**src/rtl/hazard_ctrl.sv**
```systemverilog
// rtl/hazard_ctrl.sv - ID/EX hazard and stall sequencer (load-use, branch flush, MUL/DIV hold)
//
// Purpose: detects load-use hazards that forwarding cannot cover, flushes wrong-path
// instructions on a taken branch, and holds the pipeline while a multi-cycle MUL/DIV
// occupies EX. Keeps a saturating count of PC-stall cycles.
//
// Ports:
//   clk, rst_n        clock (rising edge), asynchronous active-low reset
//   id_valid          ID holds a valid instruction
//   id_rs1, id_rs2    ID source registers
//   ex_memRead        EX instruction is a load
//   ex_RegAdd         EX destination register
//   ex_muldiv_start   EX holds a MUL/DIV op (held high while the op is held)
//   ex_branch_taken   EX resolved a taken branch/jump this cycle
//   pc_stall, ifid_stall, idex_stall     hold controls
//   ifid_flush, idex_bubble, exmem_bubble  NOP insertion controls
//   md_done           one-cycle pulse, MUL/DIV result valid in EX
//   md_busy           sequencer is in MD_BUSY
//   stall_cycles      saturating count of cycles with pc_stall=1
module hazard_ctrl #(
  parameter int MULDIV_LAT = 4,
  parameter int CNT_W      = 32
) (
  input  logic             clk,
  input  logic             rst_n,
  input  logic             id_valid,
  input  logic [4:0]       id_rs1,
  input  logic [4:0]       id_rs2,
  input  logic             ex_memRead,
  input  logic [4:0]       ex_RegAdd,
  input  logic             ex_muldiv_start,
  input  logic             ex_branch_taken,
  output logic             pc_stall,
  output logic             ifid_stall,
  output logic             ifid_flush,
  output logic             idex_stall,
  output logic             idex_bubble,
  output logic             exmem_bubble,
  output logic             md_done,
  output logic             md_busy,
  output logic [CNT_W-1:0] stall_cycles
);

  localparam int CW = $clog2(MULDIV_LAT) + 1;
  // Start cycle is the first of MULDIV_LAT cycles; BUSY counts down to 0 for the last one.
  localparam logic [CW-1:0] CNT_INIT = CW'((MULDIV_LAT > 1) ? (MULDIV_LAT - 2) : 0);

  typedef enum logic {IDLE, MD_BUSY} state_t;

  state_t           r_state;
  state_t           w_next_state;
  logic [CW-1:0]    r_cnt;
  logic [CW-1:0]    w_next_cnt;
  logic [CNT_W-1:0] r_stall_cycles;

  logic w_load_use;
  logic w_pc_stall, w_ifid_stall, w_ifid_flush, w_idex_stall;
  logic w_idex_bubble, w_exmem_bubble, w_md_done, w_md_busy;

  assign w_load_use = id_valid && ex_memRead && (ex_RegAdd != 5'd0) &&
                      ((ex_RegAdd == id_rs1) || (ex_RegAdd == id_rs2));

  always_ff @(posedge clk or negedge rst_n) begin
    if (!rst_n) begin
      r_state <= IDLE;
      r_cnt   <= '0;
    end else begin
      r_state <= w_next_state;
      r_cnt   <= w_next_cnt;
    end
  end

  always_comb begin
    w_next_state   = r_state;
    w_next_cnt     = r_cnt;
    w_pc_stall     = 1'b0;
    w_ifid_stall   = 1'b0;
    w_ifid_flush   = 1'b0;
    w_idex_stall   = 1'b0;
    w_idex_bubble  = 1'b0;
    w_exmem_bubble = 1'b0;
    w_md_done      = 1'b0;
    w_md_busy      = 1'b0;
    case (r_state)
      IDLE: begin
        if (ex_branch_taken) begin
          w_ifid_flush  = 1'b1;
          w_idex_bubble = 1'b1;
        end else if (ex_muldiv_start) begin
          if (MULDIV_LAT > 1) begin
            w_pc_stall     = 1'b1;
            w_ifid_stall   = 1'b1;
            w_idex_stall   = 1'b1;
            w_exmem_bubble = 1'b1;
            w_next_state   = MD_BUSY;
            w_next_cnt     = CNT_INIT;
          end else begin
            w_md_done = 1'b1;
          end
        end else if (w_load_use) begin
          // Bubble evicts the load from EX, so the hazard clears by itself next cycle.
          w_pc_stall    = 1'b1;
          w_ifid_stall  = 1'b1;
          w_idex_bubble = 1'b1;
        end
      end
      MD_BUSY: begin
        // ex_muldiv_start is the same op still held; EX holds a non-load, so no load-use.
        w_md_busy = 1'b1;
        if (r_cnt != '0) begin
          w_pc_stall     = 1'b1;
          w_ifid_stall   = 1'b1;
          w_idex_stall   = 1'b1;
          w_exmem_bubble = 1'b1;
          w_next_cnt     = r_cnt - 1'b1;
        end else begin
          w_md_done    = 1'b1;
          w_next_state = IDLE;
        end
      end
      default: w_next_state = IDLE;
    endcase
  end

  // Outputs are forced low for the whole time reset is asserted.
  assign pc_stall     = rst_n & w_pc_stall;
  assign ifid_stall   = rst_n & w_ifid_stall;
  assign ifid_flush   = rst_n & w_ifid_flush;
  assign idex_stall   = rst_n & w_idex_stall;
  assign idex_bubble  = rst_n & w_idex_bubble;
  assign exmem_bubble = rst_n & w_exmem_bubble;
  assign md_done      = rst_n & w_md_done;
  assign md_busy      = rst_n & w_md_busy;

  always_ff @(posedge clk or negedge rst_n) begin
    if (!rst_n) begin
      r_stall_cycles <= '0;
    end else if (w_pc_stall && (r_stall_cycles != {CNT_W{1'b1}})) begin
      r_stall_cycles <= r_stall_cycles + CNT_W'(1);
    end
  end

  assign stall_cycles = r_stall_cycles;

  a_no_start_with_branch: assert property (@(posedge clk) disable iff (!rst_n)
    !(ex_muldiv_start && ex_branch_taken));
  a_no_branch_in_busy: assert property (@(posedge clk) disable iff (!rst_n)
    !((r_state == MD_BUSY) && ex_branch_taken));

endmodule

```
**config.mk**
```make
export PLATFORM = sky130hd
export DESIGN_NAME = hazard_ctrl
export DESIGN_NICKNAME = d
export VERILOG_FILES = /design/src/rtl/hazard_ctrl.sv
export SDC_FILE = /design/constraint.sdc
export NUM_CORES = 1
export LEC_CHECK = 0
export CORE_MARGIN = 2
export CORE_UTILIZATION = 47
export CTS_BUF_LIST = sky130_fd_sc_hd__clkbuf_16
export DETAILED_ROUTE_END_ITERATION = 8
export PLACE_DENSITY = 0.8
export SETUP_SLACK_MARGIN = 0.2
export SKIP_LAST_GASP = 1
export SYNTH_ARGS = -nofsm -noshare
export SYNTH_HDL_FRONTEND = slang
export SYNTH_SLANG_ARGS = --single-unit
```
**constraint.sdc**
```tcl
create_clock -name clk -period 2.5 [get_ports clk]
set_clock_uncertainty 0.1 [all_clocks]
set_input_delay 0.5 -clock clk [delete_from_list [all_inputs] [get_ports clk]]
set_output_delay 0.5 -clock clk [all_outputs]
set_load 0.1 [all_outputs]
```
======== Word-level counts from Yosys, hierarchy flattened ========
Cells that the tools add are included.
storage, ports and cells
  bits of input ports ..................... 21
  word-level logic and storage cells ...... 46
  register bits after elaboration ......... 36
  output and inout port bits .............. 40
cells by class
  bitwise operators ....................... 7
  $add $sub $neg .......................... 2
  muxes and demuxes ....................... 20
  equality and inequality tests ........... 6
  reduce and logical (&&, ||, !) cells .... 8
operators by type and width
  cell                                                                      number
  32-bit by 1-bit adder with 32-bit output (second input constant)          1
  32-bit inequality test (second input constant)                            1
  1-bit 2-to-1 mux                                                          13
  5-bit equality test                                                       2
  3-bit 2-to-1 mux                                                          3
  1-bit bitwise AND                                                         6
  1-bit case mux with 2 select lines                                        3
  3-bit case mux with 2 select lines                                        1
  5-bit nonzero test                                                        1
  1-bit logical AND                                                         4
  2-bit inequality test (second input constant)                             2
  3-bit AND reduction                                                       1
  3-bit nonzero test                                                        1
  3-bit by 1-bit subtractor with 3-bit output (second input constant)       1
  2-bit by 1-bit inequality test with 1-bit output (second input constant)  1
  1-bit logical OR                                                          1
  1-bit NOT                                                                 1

======== Logic depth before layout (Yosys ltp) ========
Gate-level depths: netlist of the first run.
  depth in word-level cells ............... 8
  mapped depth ............................ 10

======== Worst setup path before layout of the first run ========
Ideal clock, no wire load.
  path type ............................... input to output
  start point ............................. input ex_RegAdd[4]
  end point ............................... output idex_bubble
  cell stages on the path ................. 5
  path slack .............................. -1.492 ns
  path buffers ............................ 0
  arrival ................................. 3.392 ns
  data required time ...................... 1.900 ns
  cell sequence ........................... xnor2_1 > nand3_1 > o22ai_1 > a21oi_1 > nor3b_1
between the ends
  cells in the longest elaborated chain, start to end .. 8
  elaborated cells on any way between the ends .. 11
  classes of those cells .................. 2 x eq/ne; 4 x mux; 1 x bitwise; 4 x reduce/logical
RTL lines
  what                                                       RTL line  RTL
  start: declaration                                         30        input logic [4:0] ex_RegAdd,
  5-bit equality test or 5-bit nonzero test (tied branches)  61, 60
  1-bit logical OR or 1-bit logical AND (tied branches)      61, 60
  1-bit logical AND (*)                                      60        assign w_load_use = id_valid && ex_memRead && (ex_RegAdd != 5'd0) &&
  1-bit 2-to-1 mux (*)                                       100       end else if (w_load_use) begin
  1-bit 2-to-1 mux (*)                                       89        end else if (ex_muldiv_start) begin
  1-bit 2-to-1 mux (*)                                       86        if (ex_branch_taken) begin
  1-bit 2-to-1 mux (*)                                       84        case (r_state)
  1-bit bitwise AND (*)                                      130       assign idex_bubble = rst_n & w_idex_bubble;
  end: declaration                                           37        output logic idex_bubble,
Mark *: on every way between the ends. The rest lies on a longest branch, timed or not.

======== Worst setup path after layout of the first run ========
  start point ............................. input ex_RegAdd[2]
  end point ............................... output idex_bubble
The elaborated chain is that of the path after synthesis.

==> results by group, run 1 <==
Status
  – Status: finished clean

CTS
  – H-Tree Level Count: 2
  – Clk_lat worst skew: 280 ps
  – Cts hold-fix bufs: 0
  – Clock slew seen by the registers of the worst setup and hold paths: 50 ps
  – CTS sink cnt: 36
  – TritonCTS buffer count: 5
  – TritonCTS clock tree: built
  – Root Driver: clkbuf_16
  – CTS max path bufs: 2

GRT
  – Global-route wire length before repair: 9200 um
  – GRT Util Overall: 0.242
  – Vias in the first global route: 1850
  – Pin count of the biggest net entering global routing: 21
  – Grt ovf: 0
  – Initial antenna violation count: 0

Logic synthesis
  – Ys Warns: 0
  – Cell variety after synth: 37
  – Biggest area consumer among synthesized cells: dfrtp_1
  – Synthesized Nets: 222
  – Predominant post-synthesis flop cell: dfrtp_1
  – Asr flop ratio synth: 1.00
  – Register area share after synthesis: 0.447
  – Synthesized area per cell: 10.2 um^2
  – Yosys reg bits: 36
  – Top-area cell type share of the netlist area: 0.447
  – Mapped Area: 2020 um^2
  – List of most frequent post-synthesis cells: dfrtp_1, xnor2_1, nand2_1
  – EDFF count, synth: 0
  – Syn Inst Count: 198
  – Most numerous cell in the Yosys netlist: dfrtp_1
  – Area contributors post-synth: dfrtp_1, xnor2_1, xor2_1

Pwr
  – Switching portion of total power: 0.444
  – Power Internal: about 0.0018 W
  – NetSw: 0.00142 W
  – Overall power: ~0.0032 W
  – Sequential Power Share: 0.240
  – PD cells: 978 nW/um^2
  – Max VDD drop: slightly below 900 uV
  – LEAKAGE: 1.53 nW
  – Clock power share: 0.182
  – Combinational group share of total power: 0.577

Critical path
  – Buffers plus inverters on the worst setup path: 2
  – Startpoint types: primary input
  – Kind of critical path: primary input to primary output
  – Crit path max-delay family: simple AND/OR/NAND/NOR gates
  – Slowest Stage Delay on Critical Path: approximately 540 ps
  – Instance count on the critical path: 7
  – WP data required: 1900 ps
  – CP max-delay cell: or4_4
  – Worst Setup End Kind: primary output
  – Worst R2R Path Depth: 12
  – Chain of cells forming the critical path: buf_6, or4_4, o211ai_4, nor2_2, a21oi_2, nor3b_4, buf_12
  – CP max FO: 3
  – CP arrival: between 1500 and 2000 ps

Placed design
  – Placed cell count: 320
  – PortBufs: 60
  – Routability congestion estimate: 0.830
  – Hpwl dp: ~3700 um

Final layout
  – Final Util: 0.805
  – Synthesis-to-layout area growth: 61.9%
  – Number of diodes: 0
  – # nets final: between 300 and 400
  – Non-filler instance count after layout: 340
  – Layout cells sized above 1: 0.524

Timing
  – # setup viols final: 0
  – RSZ-0062 raised after global routing: yes
  – Slew @ Worst Pin: 377 ps
  – Final Slew Violations: 0
  – Fin Hold WS: approximately 190 ps
  – Final Critical Period: 2490 ps
  – Final Hold Fails: 0
  – Highest clock rate: a little over 0.4 GHz
  – Final setup TNS: 0 ps
  – Worst relative slew slack: 0.748
  – Final period util: 0.995

Min path
  – Hold WC Path Type: primary input to async pin

Route
  – DRC Markers: 0
  – Post-Route WL: 6070 um
  – Vias per cell: approximately 5.6
  – DR iter-0 viols: 84
  – Avg WL per Cell: 17.9 um
  – Vias: 1905
  – Remaining antenna violation count after routing: 0
  – Router iterations before antenna repair: 4

Floorplanning
  – Core box area: ~4100 um^2
  – Die Span Y: 69.5 um
  – Die W: roughly 69 um
  – FP Rows: 23
  – Initial core utilization: 0.497
  – # IOs: 61
  – Die area: 4830 um^2

Run
  – Max-cap violations: 0
-- final cells by class --
class / instances / area (um^2)
clock inverters: 3 / 12.5
inverters: 9 / 33.8
fillers: 251 / 793
clock buffers: 5 / 125
repair buffers: 89 / 853
multi-input cells: 148 / 1240
well taps: 50 / 62.6
flip-flops and latches: 36 / 936
-- flip-flops by register name (all words and copies together), names as in the netlist --
name / flops
stall_cycles: 32
r_cnt: 3
r_state: 1
-- layout by cell type, fill, tap and decap left out, types with 7 or more instances in the layout --
master | netlist | layout
buf_12 | 0 | 10
buf_4 | 2 | 53
buf_6 | 1 | 7
dfrtp_1 | 36 | 8
dfrtp_2 | 0 | 28
dlygate4sd2_1 | 0 | 11
inv_1 | 9 | 9
nand2_1 | 20 | 19
nand3_1 | 15 | 11
nand4_1 | 7 | 7
nor2_1 | 11 | 10
nor3_1 | 11 | 10
xnor2_1 | 24 | 18
xor2_1 | 16 | 16
-- cell families after synthesis --
family                     synth area share
AOI/OAI and AO/OA                    0.0583
xor gates and xnor gates              0.174
adders and majority gates            0.0186
buffers and inverters                0.0348
DFF                                   0.447
and+or+nand+nor                       0.268
-- power by group through the flow --
stage	Sequential, W	Combinational (W)	Clock, W
floorplan	0.00104	0.000715	0
global placement	0.000759	0.00147	0
detailed placement	0.000767	0.00150	0
CTS	0.000761	0.00163	0.000591
global route	0.000777	0.00192	0.000622
finish	0.000767	0.00184	0.000582
-- final timing paths --
kind | start | endpoint | slack [ps]
worst max-delay path | ex_RegAdd[2] | idex_bubble | 10
worst min-delay path | rst_n | stall_cycles[29]$_DFFE_PN0P_ | 190
worst max register to register | r_cnt[1]$_DFFE_PN0P_ | stall_cycles[16]$_DFFE_PN0P_ | 270
worst min register to register | stall_cycles[6]$_DFFE_PN0P_ | stall_cycles[6]$_DFFE_PN0P_ | 380
max in group asynchronous | rst_n | stall_cycles[17]$_DFFE_PN0P_ | 1850
min in group clk | stall_cycles[6]$_DFFE_PN0P_ | stall_cycles[6]$_DFFE_PN0P_ | 380
-- metal layers --
metal,GRT usage,up-vias,part of all wire
met5,0,-,0
met4,0.0850,0,0.030
met3,0.0654,16,0.047
met2,0.411,66,0.52
met1,0.296,949,0.40
li1,-,874,-
-- repair_timing --
action,in CTS,in global routing
endpoints found under the setup margin,37,35
cloned,0,1
hold endpoints to repair,0,0
resized for setup,44,21
pin swaps,19,12
buffers inserted,9,2
-- per-stage QoR --
step	area [um^2]	setup slack [ps]
after global placement	2890	-248
after CTS	3130	22.7
after detailed placement	2890	-303
after global routing	3260	-26.3
after floorplan	2140	-39.5
final	3260	13.1
-- worst register-to-register path, cell delays in order, from the launching register on --
cell     delay, ps
dfrtp_1        380
inv_2           70
ha_2           190
ha_4           150
nor2b_4         50
a21oi_4        170
o31ai_4        120
buf_4          160
buf_6          120
buf_6          120
o211a_4        160
and3_1         190
xor2_1         140
No activity file was read; power rests on OpenSTA's default activity.
==> run 2, diff against run 1 <==
==> constraint.sdc (replaced) <==
create_clock -name clk -period 2.5 [get_ports clk]
set_clock_uncertainty 0.1 [all_clocks]
set_input_delay 0.375 -clock clk [delete_from_list [all_inputs] [get_ports clk]]
set_output_delay 0.375 -clock clk [all_outputs]
set_load 0.1 [all_outputs]
==> results by group, run 2 (synthesis results as in run 1) <==
GRT
  – Vias in the first global route: 1839 (-0.59%)
  – Initial antenna violation count: 0 (unchanged)
  – Pin count of the biggest net entering global routing: 21 (unchanged)
  – GRT Util Overall: 0.240 (-0.00246)
  – Grt ovf: 0 (unchanged)
  – Global-route wire length before repair: 9250 um (+0.60%)

Final layout
  – Commonest non-fill, non-tap cell in the layout: buf_4
  – Layout cells sized above 1: 0.479 (-0.0450)
  – Synthesis-to-layout area growth: 55.2%
  – # nets final: 311 (-0.64%)
  – Area of the multi-input gates: 1170 um^2 (-5.9%)
  – Max reg flops: 32 (unchanged)
  – Most frequent cells in the layout: buf_4, dfrtp_2, xnor2_1
  – Number of diodes: 0 (unchanged)
  – Reg area: 936 um^2 (unchanged)
  – Filler cells: 267 (+6.4%)

Timing
  – Final period util: 0.919 (-0.0759)
  – Final Critical Period: 2300 ps (-190 ps)
  – Highest clock rate: 0.435 GHz (+8.3%)
  – Worst relative slew slack: 0.729 (-0.0183)
  – Final Slew Violations: 0 (unchanged)
  – # setup viols final: 0 (unchanged)
  – Final setup TNS: 0 ps (unchanged)
  – Final Hold Fails: 0 (unchanged)
  – RSZ-0062 raised after global routing: no
  – Slew @ Worst Pin: 402 ps (+25.6 ps)

Route
  – Router iterations before antenna repair: 4 (unchanged)
  – Vias per cell: 5.41 (-3.5%)
  – Remaining antenna violation count after routing: 0 (unchanged)
  – Met3 WL: 208 um (-28%)
  – DR WL met2: 2820 um (-11%)
  – Avg WL per Cell: 16.4 um (-7.9%)
  – Vias: 1827 (-4.1%)
  – Top layer in use: met4
  – Post-Route WL: 5560 um (-8.5%)
  – DRC Markers: 0 (unchanged)
  – Met1 WL: 2430 um (+0.21%)
  – DR iter-0 viols: 182 (+120%)

Critical path
  – Crit path max-delay family: compound AO/OA/AOI/OAI gates
  – CP max-delay cell: dfrtp_1
  – Kind of critical path: flop to primary output
  – CP arrival: 1820 ps (-70 ps)
  – Worst Setup End Kind: primary output
  – Slowest Stage Delay on Critical Path: 410 ps (-130 ps)
  – WP data required: 2030 ps (+130 ps)
  – CP max FO: 4 (+1)
  – Chain of cells forming the critical path: inv_2, ha_4, ha_4, nor2b_4, a21oi_4, inv_2, o211a_4, buf_12
  – Startpoint types: flop
  – Buffers plus inverters on the worst setup path: 3 (+1)

Pwr
  – NetSw: 0.00137 W (-2.9%)
  – PD cells: 976 nW/um^2 (-0.17%)
  – Sequential Power Share: 0.251 (+0.011)
  – LEAKAGE: 1.48 nW (-3.0%)
  – Overall power: 0.00305 W (-4.3%)
  – Power Internal: 0.00168 W (-5.5%)
  – Switching portion of total power: 0.450 (+0.00658)
  – Max VDD drop: 911 uV (+3.8%)
  – Combinational group share of total power: 0.556 (-0.021)
  – Clock power share: 0.193 (+0.011)

Run
  – Max-cap violations: 0 (unchanged)

CTS
  – Root Driver: clkbuf_16
  – TritonCTS buffer count: 5 (unchanged)
  – CTS sink cnt: 36 (unchanged)
  – Clock slew seen by the registers of the worst setup and hold paths: 50 ps (about the same)
  – CTS max path bufs: 2 (unchanged)
  – TritonCTS clock tree: built
  – Clk_lat worst skew: 270 ps (about the same)
  – H-Tree Level Count: 2 (unchanged)

Floorplanning
  – Die Span Y: 69.5 um (unchanged)
  – Die W: 69.5 um (unchanged)
  – Die area: 4830 um^2 (unchanged)
  – Initial core utilization: 0.497 (unchanged)
  – # IOs: 61 (unchanged)
  – Core box area: 4060 um^2 (unchanged)
  – FP Rows: 23 (unchanged)

Placed design
  – Hpwl dp: 3740 um (+2.1%)
  – PortBufs: 60 (unchanged)
  – Routability congestion estimate: 0.789 (-5.0%)

Min path
  – Hold WC Path Type: flop to flop

Status
  – Status: finished clean
run 2: cell count changes in the layout (fill, tap and decap cells not counted), sizes merged, moves of 3 or more:
cell / change
dlymetal6s2s: +4
buf: -7
clkbuf: +4
dlygate4sd2: -7
clkdlybuf4s50: +3
run 2: area by class of cell:
| class | count | share of cell area |
|---|---|---|
| flip-flops and latches | 36 | 0.299 |
| repair buffers | 87 | 0.252 |
| inverters | 9 | 0.0108 |
| multi-input cells | 148 | 0.373 |
| clock inverters | 3 | 0.00480 |
| clock buffers | 5 | 0.0400 |
| well taps | 50 | 0.0200 |
run 2: worst register-to-register path: stages, from the launching register on:
cell and delay [ps]:
dfrtp_1 410, inv_2 90, ha_4 140, ha_4 150, nor2b_4 50, a21oi_4 170, inv_2 100, buf_4 160
buf_4 140, o211a_1 210, buf_4 170, nand3_1 100, xnor2_1 130
run 2: layer usage:
metal  track usage  vias to the layer above
li1              -                      866
met1         0.313                      906
met2         0.393                       45
met3        0.0480                       10
met4        0.0893                        0
met5             0                        -
run 2: repair_timing:
| action | CTS | global route |
|---|---|---|
| pin swaps | 13 | 18 |
| buffers inserted | 9 | 3 |
| hold buffers | 1 | 0 |
| setup endpoints to repair | 6 | 36 |
| resized for setup | 24 | 22 |
| hold endpoints to repair | 12 | 0 |
run 2: path summary, 6_finish.rpt:
kind                                        startpoint                           end  slack (ps)  depth (start not counted)
min                        stall_cycles[6]$_DFFE_PN0P_   stall_cycles[6]$_DFFE_PN0P_         370                          1
max                               r_cnt[0]$_DFFE_PN0P_                      pc_stall         200                          8
min in group asynchronous                        rst_n   stall_cycles[3]$_DFFE_PN0P_         450                          2
max reg2reg                       r_cnt[0]$_DFFE_PN0P_  stall_cycles[27]$_DFFE_PN0P_         290                         12
min reg2reg                stall_cycles[6]$_DFFE_PN0P_   stall_cycles[6]$_DFFE_PN0P_         370                          1
max in group asynchronous                        rst_n  stall_cycles[15]$_DFFE_PN0P_        1380                          3
run 2: stage by stage:
step	instance area (um^2)	cells	hold slack [ps]	setup WS [ps]	util
3_5_place_dp	2810	317	236	-102	0.691
2_1_floorplan	2090	198	-20.6	117	-
3_3_place_gp	2810	317	231	-24.0	0.691
4_1_cts	3050	335	377	202	0.752
5_1_grt	3130	338	414	171	0.771
6_report	3130	338	371	203	0.771
run 2: power groups by stage:
stage / clock network [W] / logic, W / registers (W)
6_report: 0.000589 / 0.00170 / 0.000766
5_1_grt: 0.000627 / 0.00177 / 0.000777
4_1_cts: 0.000597 / 0.00155 / 0.000761
3_5_place_dp: 0 / 0.00141 / 0.000767
3_3_place_gp: 0 / 0.00139 / 0.000760
2_1_floorplan: 0 / 0.000681 / 0.00104
